## config.mk

```make
export PLATFORM = sky130hd
export DESIGN_NAME = isa_packer
export DESIGN_NICKNAME = d
export VERILOG_FILES = /design/src/rtl/isa_packer_pkg.sv /design/src/rtl/itf_pipe_reg.sv /design/src/rtl/isa_packer.sv
export SDC_FILE = /design/constraint.sdc
export NUM_CORES = 1
export LEC_CHECK = 0
export BUFFER_PORTS_ARGS = -buffer_cell sky130_fd_sc_hd__buf_2
export CAP_MARGIN = 30
export CORE_AREA = 2 2 155 157
export DETAILED_ROUTE_END_ITERATION = 16
export DIE_AREA = 0 0 157 159
export HOLD_SLACK_MARGIN = 0.02
export PLACE_DENSITY = 0.81
export SYNTH_ARGS = -nofsm -noshare
export SYNTH_HDL_FRONTEND = slang
export SYNTH_SLANG_ARGS = --single-unit
export TNS_END_PERCENT = 50
```

## constraint.sdc

```tcl
create_clock -name clk -period 6.7 [get_ports clk]
set_clock_uncertainty 0.15 [all_clocks]
set_input_delay 1.005 -clock clk [delete_from_list [all_inputs] [get_ports clk]]
set_output_delay 1.005 -clock clk [all_outputs]
set_load 0.02 [all_outputs]
```

## src/rtl/isa_packer_pkg.sv

```systemverilog
// Shared definitions for the ISA loader: FSM state encoding and the default
// pad/port widths, also used by the CCU side.
package isa_packer_pkg;

  localparam int IF_WIDTH_DEF   = 16;
  localparam int PORT_WIDTH_DEF = 96;

  typedef enum logic [1:0] {
    ST_IDLE = 2'd0,
    ST_LOAD = 2'd1,
    ST_FNH  = 2'd2
  } state_e;

endpackage

```

## src/rtl/itf_pipe_reg.sv

```systemverilog
// One-entry valid/ready hold register. Accepts a new entry whenever it is
// empty or its current entry leaves in the same cycle; holds data stable
// while the consumer stalls.
module itf_pipe_reg #(
  parameter int WIDTH = 96
) (
  input  logic             clk,
  input  logic             rst_n,
  input  logic             in_vld,
  input  logic [WIDTH-1:0] in_dat,
  output logic             in_rdy,
  output logic             out_vld,
  output logic [WIDTH-1:0] out_dat,
  input  logic             out_rdy
);

  logic             vld_q, vld_d;
  logic [WIDTH-1:0] dat_q, dat_d;

  // Next-entry selection: load on free slot, otherwise hold.
  always_comb begin
    in_rdy = !vld_q || out_rdy;
    vld_d  = vld_q;
    dat_d  = dat_q;
    if (in_rdy) begin
      vld_d = in_vld;
      if (in_vld) begin
        dat_d = in_dat;
      end
    end
  end

  // Entry register with synchronous active-low clear.
  always_ff @(posedge clk) begin
    if (!rst_n) begin
      vld_q <= 1'b0;
      dat_q <= '0;
    end else begin
      vld_q <= vld_d;
      dat_q <= dat_d;
    end
  end

  assign out_vld = vld_q;
  assign out_dat = dat_q;

endmodule

```

## src/rtl/isa_packer.sv

```systemverilog
// ISA loader: packs IF_WIDTH pad beats little-endian into PORT_WIDTH ISA
// words and hands them to the CCU through a one-entry output register.
// A completed word that cannot move on waits in the pack register, which
// throttles the pad side until the output register frees.
module isa_packer
  import isa_packer_pkg::*;
#(
  parameter int IF_WIDTH   = IF_WIDTH_DEF,
  parameter int PORT_WIDTH = PORT_WIDTH_DEF
) (
  input  logic                  clk,
  input  logic                  rst_n,
  input  logic                  TOPITF_Start,
  input  logic [15:0]           TOPITF_NumWord,
  input  logic [IF_WIDTH-1:0]   PADITF_Dat,
  input  logic                  PADITF_DatVld,
  output logic                  ITFPAD_DatRdy,
  output logic [PORT_WIDTH-1:0] ITFCCU_Dat,
  output logic                  ITFCCU_DatVld,
  input  logic                  CCUITF_DatRdy,
  output logic                  ITFTOP_Fnh,
  output logic                  ITFTOP_Busy
);

  localparam int BEATS = PORT_WIDTH / IF_WIDTH;
  localparam int BCW   = (BEATS > 1) ? $clog2(BEATS) : 1;
  localparam logic [BCW-1:0] LAST_BEAT = BCW'(BEATS - 1);

  state_e                state_q, state_d;
  logic [BCW-1:0]        beat_cnt_q, beat_cnt_d;
  logic [PORT_WIDTH-1:0] pack_q, pack_d;
  logic                  cmpl_q, cmpl_d;
  logic [15:0]           num_word_q, num_word_d;
  logic [15:0]           words_packed_q, words_packed_d;
  logic [15:0]           words_sent_q, words_sent_d;

  logic                  pad_rdy;
  logic                  beat_fire;
  logic                  last_beat;
  logic                  out_fire;
  logic [PORT_WIDTH-1:0] pack_ins;
  logic                  pipe_in_vld;
  logic [PORT_WIDTH-1:0] pipe_in_dat;
  logic                  pipe_in_rdy;
  logic                  ccu_vld;
  logic [PORT_WIDTH-1:0] ccu_dat;

  // Next-state, packing and counter logic.
  always_comb begin
    state_d        = state_q;
    beat_cnt_d     = beat_cnt_q;
    pack_d         = pack_q;
    cmpl_d         = cmpl_q;
    num_word_d     = num_word_q;
    words_packed_d = words_packed_q;
    words_sent_d   = words_sent_q;

    pad_rdy   = (state_q == ST_LOAD) && !cmpl_q && (words_packed_q < num_word_q);
    beat_fire = PADITF_DatVld && pad_rdy;
    last_beat = beat_fire && (beat_cnt_q == LAST_BEAT);
    out_fire  = ccu_vld && CCUITF_DatRdy;

    // Word as it stands with the current beat dropped into its slot.
    pack_ins = pack_q;
    pack_ins[int'(beat_cnt_q) * IF_WIDTH +: IF_WIDTH] = PADITF_Dat;

    // A parked complete word has priority; otherwise a word finishing now.
    pipe_in_vld = cmpl_q || last_beat;
    pipe_in_dat = cmpl_q ? pack_q : pack_ins;

    unique case (state_q)
      ST_IDLE: begin
        if (TOPITF_Start) begin
          num_word_d     = TOPITF_NumWord;
          words_packed_d = '0;
          words_sent_d   = '0;
          beat_cnt_d     = '0;
          cmpl_d         = 1'b0;
          state_d        = (TOPITF_NumWord == 16'd0) ? ST_FNH : ST_LOAD;
        end
      end
      ST_LOAD: begin
        if (beat_fire) begin
          pack_d     = pack_ins;
          beat_cnt_d = last_beat ? '0 : beat_cnt_q + 1'b1;
        end
        if (last_beat) begin
          words_packed_d = words_packed_q + 16'd1;
          cmpl_d         = !pipe_in_rdy;
        end else if (cmpl_q && pipe_in_rdy) begin
          cmpl_d = 1'b0;
        end
        if (out_fire) begin
          words_sent_d = words_sent_q + 16'd1;
          if (words_sent_q == num_word_q - 16'd1) begin
            state_d = ST_FNH;
          end
        end
      end
      ST_FNH: begin
        state_d = ST_IDLE;
      end
      default: begin
        state_d = ST_IDLE;
      end
    endcase
  end

  // State, counter and pack registers with synchronous active-low clear.
  always_ff @(posedge clk) begin
    if (!rst_n) begin
      state_q        <= ST_IDLE;
      beat_cnt_q     <= '0;
      pack_q         <= '0;
      cmpl_q         <= 1'b0;
      num_word_q     <= '0;
      words_packed_q <= '0;
      words_sent_q   <= '0;
    end else begin
      state_q        <= state_d;
      beat_cnt_q     <= beat_cnt_d;
      pack_q         <= pack_d;
      cmpl_q         <= cmpl_d;
      num_word_q     <= num_word_d;
      words_packed_q <= words_packed_d;
      words_sent_q   <= words_sent_d;
    end
  end

  itf_pipe_reg #(
    .WIDTH (PORT_WIDTH)
  ) u_out_reg (
    .clk     (clk),
    .rst_n   (rst_n),
    .in_vld  (pipe_in_vld),
    .in_dat  (pipe_in_dat),
    .in_rdy  (pipe_in_rdy),
    .out_vld (ccu_vld),
    .out_dat (ccu_dat),
    .out_rdy (CCUITF_DatRdy)
  );

  assign ITFPAD_DatRdy = pad_rdy;
  assign ITFCCU_DatVld = ccu_vld;
  assign ITFCCU_Dat    = ccu_dat;
  assign ITFTOP_Fnh    = (state_q == ST_FNH);
  assign ITFTOP_Busy   = (state_q != ST_IDLE);

endmodule

```

==> impl_metrics.env <==
export IMPL_hp_start="pack_q[59]"
export IMPL_cts_tree="built"
export IMPL_clkPwrFrac_pct=45.5
export IMPL_port_buffers=136
export IMPL_p_sw_share_pct=24.45
export IMPL_cts_reportedPaths_clkPinSlew_ns=0.06
export IMPL_final_antenna_net_count=0
export IMPL_seq_area_frac_synth_pct=42.98
export IMPL_grt_pass1_wl_mm=46.77
export IMPL_drv_cap=0
export IMPL_grt_pass1_vias=9244
export IMPL_nets=1518
export IMPL_final_fill_count=2047
export IMPL_wl_per_cell_um=16.25
export IMPL_hold_viol_final=0
export IMPL_syn_avg_cell_area_um2=8.234
export IMPL_dieArea_um2=24960
export IMPL_synthArstFlopShare_pct=0
export IMPL_worstHoldEndpoint="pack_q[59]"
export IMPL_status="finished, final reports clean"
export IMPL_p_int_w=0.002594
export IMPL_syn_nets=1458
export IMPL_synth_edff_count=0
export IMPL_holdPathStages=2
export IMPL_grt_setup_unrepaired="false"
export IMPL_fmax_mhz=252.9
export IMPL_pwr_share_seq_pct=44.7
export IMPL_finalSetupViolations=0
export IMPL_firstDrtPassIters=5
export IMPL_cp_required_ns=5.54
export IMPL_antenna_found_initial=0
export IMPL_area_growth_pct=14.00
export IMPL_drive_above_1_share_pct=15.72
export IMPL_synth_top_cell_area_share_pct=42.98
export IMPL_yosys_warnings=0
export IMPL_via_per_inst=5.662
export IMPL_maxSlewHeadroom_pct=30.48
export IMPL_drtIter0Drc=841
export IMPL_core_area_um2=23190
export IMPL_power_density_nw_per_um2=261.9
export IMPL_synth_area_um2=11500
export IMPL_final_period_utilization_pct=59.01
export IMPL_worstReg2RegEnd="u_out_reg.out_dat[72]"
export IMPL_crit_start="num_word_q[7]"
export IMPL_synth_ff_latch_count=247
export IMPL_antenna_cells=0
export IMPL_switching_power_w=0.0008396
export IMPL_synthFlopType="dfxtp_1"
export IMPL_insertion_delay_ns=0.52
export IMPL_pwr_share_comb_pct=9.8
export IMPL_worstSetupStartpointType="flip-flop"
export IMPL_wl_mm=29.17
export IMPL_timing_rr_start="num_word_q[7]"
export IMPL_grt_start_max_net_pins=95
export IMPL_fin_setup_tns_ns=0
export IMPL_dpl_hpwl_mm=19.21
export IMPL_grt_overflow=0
export IMPL_holdBufCountCts=0
export IMPL_reg2regPathDepth=11
export IMPL_ys_types=71
export IMPL_rrSetupSlack_ns=2.83
export IMPL_peakVddDrop_mv=0.1569
export IMPL_fin_util_pct=56.54
export IMPL_fin_crit_ns=3.953
export IMPL_vias=10160
export IMPL_cts_setup_buffers=0
export IMPL_critPathCaptureType="output port"
export IMPL_hp_class="flip-flop to flip-flop"
export IMPL_slew_viol_final=0
export IMPL_synth_area_top_cells="dfxtp_1, nand2_1, nor2_1, a211oi_1, a21oi_1"
export IMPL_clkSinkCount=247
export IMPL_syn_inst=1397
export IMPL_io_pins=137
export IMPL_fp_dieW_um=157
export IMPL_place_gp_congestion=0.8899
export IMPL_die_h_um=159
export IMPL_clockRootBuffer="clkbuf_16"
export IMPL_yosys_area_top_type="dfxtp_1"
export IMPL_clockBufferDepth=3
export IMPL_p_leak_nw=4.895
export IMPL_rows=56
export IMPL_post_cts_resized=0
export IMPL_crit_fanout=5
export IMPL_grt_usage_pct=22.58
export IMPL_initial_core_util_pct=49.60
export IMPL_path_class="flip-flop to output port"
export IMPL_numCtsBuffers=27
export IMPL_critical_path_arrival_ns=2.80
export IMPL_drc=0
export IMPL_htreeDepth=1
export IMPL_worst_pin_slew_ns=1.040
state kept, by name, indices dropped and copies added, names as in the netlist:
name,flops
beat_cnt_q,3
state_q,2
words_sent_q,16
pack_q,96
cmpl_q,1
num_word_q,16
u_out_reg.out_vld,1
words_packed_q,16
u_out_reg.out_dat,96
critical path: stages, from the launching register on:
cell and delay [ns]:
dfxtp_1 0.42, inv_1 0.11, ha_1 0.34, and3_1 0.19
a221oi_2 0.32, o221ai_1 0.32, nor2_1 0.34, buf_2 0.23
cells by family (layout without fill, tap and decap cells):
group           count (synthesis)  count (layout)  synth area share, %
compound gates                322             322                19.07
xor+xnor                       42              42                3.198
fa+ha+maj                      24              24                2.610
buf+inv                       142             221                5.743
flops                         247             247                42.98
mux                            41              41                3.578
simple gates                  579             579                22.82
synth_stat cells, types with 2 or more instances:
cell type	count
o221ai_1	2
buf_4	14
nor2_1	149
o21ai_0	43
a211oi_1	72
nor4b_1	3
and2_1	2
a21boi_0	21
nor2b_1	2
and4_1	3
nand3b_1	3
nand2_1	236
o21a_1	2
xor2_1	23
a21oi_2	2
nor3_1	13
nand2b_1	3
a21o_1	4
dfxtp_1	247
nand4_1	14
o211ai_1	14
mux2i_1	40
nand3_1	101
buf_6	4
inv_1	23
clkbuf_1	55
o211a_1	15
xnor2_1	19
a31oi_1	2
and3_1	14
o31ai_1	15
ha_1	24
nand3_2	5
a211oi_2	10
buf_2	35
buf_1	8
nor4_1	6
or3_1	8
inv_2	2
a311oi_1	2
nor3b_1	4
a21oi_1	103
a41oi_1	2
area by class of cell:
cell class / instances / area, um2 / share of cell area, %
Tap cell: 319 / 399.1 / 3.044
Clock inverter: 11 / 166.4 / 1.269
Sequential cell: 247 / 4945 / 37.71
Inverter: 25 / 96.34 / 0.7347
Multi-Input combinational cell: 1008 / 5922 / 45.16
Timing Repair Buffer: 148 / 802.0 / 6.116
Clock buffer: 37 / 783.3 / 5.973
metrics by stage:
stage | instance area [um2] | total power (W) | instances | setup slack, ns | hold WS (ns)
floorplan | 11500 | 0.001803 | 1397 | 3.663 | 0.2812
global placement | 12110 | 0.001886 | 1744 | 3.063 | 0.2869
detailed placement | 12160 | 0.001900 | 1747 | 2.933 | 0.2929
CTS | 13110 | 0.003450 | 1795 | 2.743 | 0.3012
global route | 13110 | 0.003551 | 1795 | 2.570 | 0.3133
finish | 13110 | 0.003434 | 1795 | 2.747 | 0.2993
per-layer routing:
metal	GRT usage [%]	routed length, um
met5	0	0
met4	7.465	865
met1	30.96	12940
met2	36.88	13520
met3	2.803	1846
worst max-delay path by stage:
stage	endpoint	slack, ns	cells after the start
2_1_floorplan	ITFPAD_DatRdy	3.66	6
3_3_place_gp	u_out_reg.out_dat[45]	3.06	11
3_5_place_dp	u_out_reg.out_dat[41]	2.93	11
4_1_cts	ITFPAD_DatRdy	2.74	7
5_1_grt	u_out_reg.out_dat[45]	2.57	11
6_report	ITFPAD_DatRdy	2.75	7
cell usage in the layout (no fill, tap or decap), types with 3 or more instances in the layout:
master / instances
a211oi_1: 72
a211oi_2: 10
a21boi_0: 21
a21o_1: 4
a21oi_1: 103
and3_1: 14
and4_1: 3
buf_2: 136
buf_4: 9
bufinv_16: 4
clkbuf_1: 3
clkbuf_16: 27
clkbuf_8: 7
clkinv_2: 4
dfxtp_1: 247
ha_1: 24
inv_1: 23
mux2i_1: 40
nand2_1: 236
nand2b_1: 3
nand3_1: 101
nand3_2: 5
nand3b_1: 3
nand4_1: 14
nor2_1: 149
nor3_1: 12
nor3b_1: 3
nor4_1: 6
o211a_1: 15
o211ai_1: 14
o21ai_0: 43
o31ai_1: 15
or3_1: 8
xnor2_1: 19
xor2_1: 23
power by group through the flow:
stage          logic [W]  clock network [W]  registers (W)
2_1_floorplan   0.000211                  0        0.00159
3_3_place_gp    0.000320                  0        0.00157
3_5_place_dp    0.000333                  0        0.00157
4_1_cts         0.000335            0.00158        0.00153
5_1_grt         0.000368            0.00164        0.00154
6_report        0.000338            0.00156        0.00154
(Power assumes the default switching activity.)
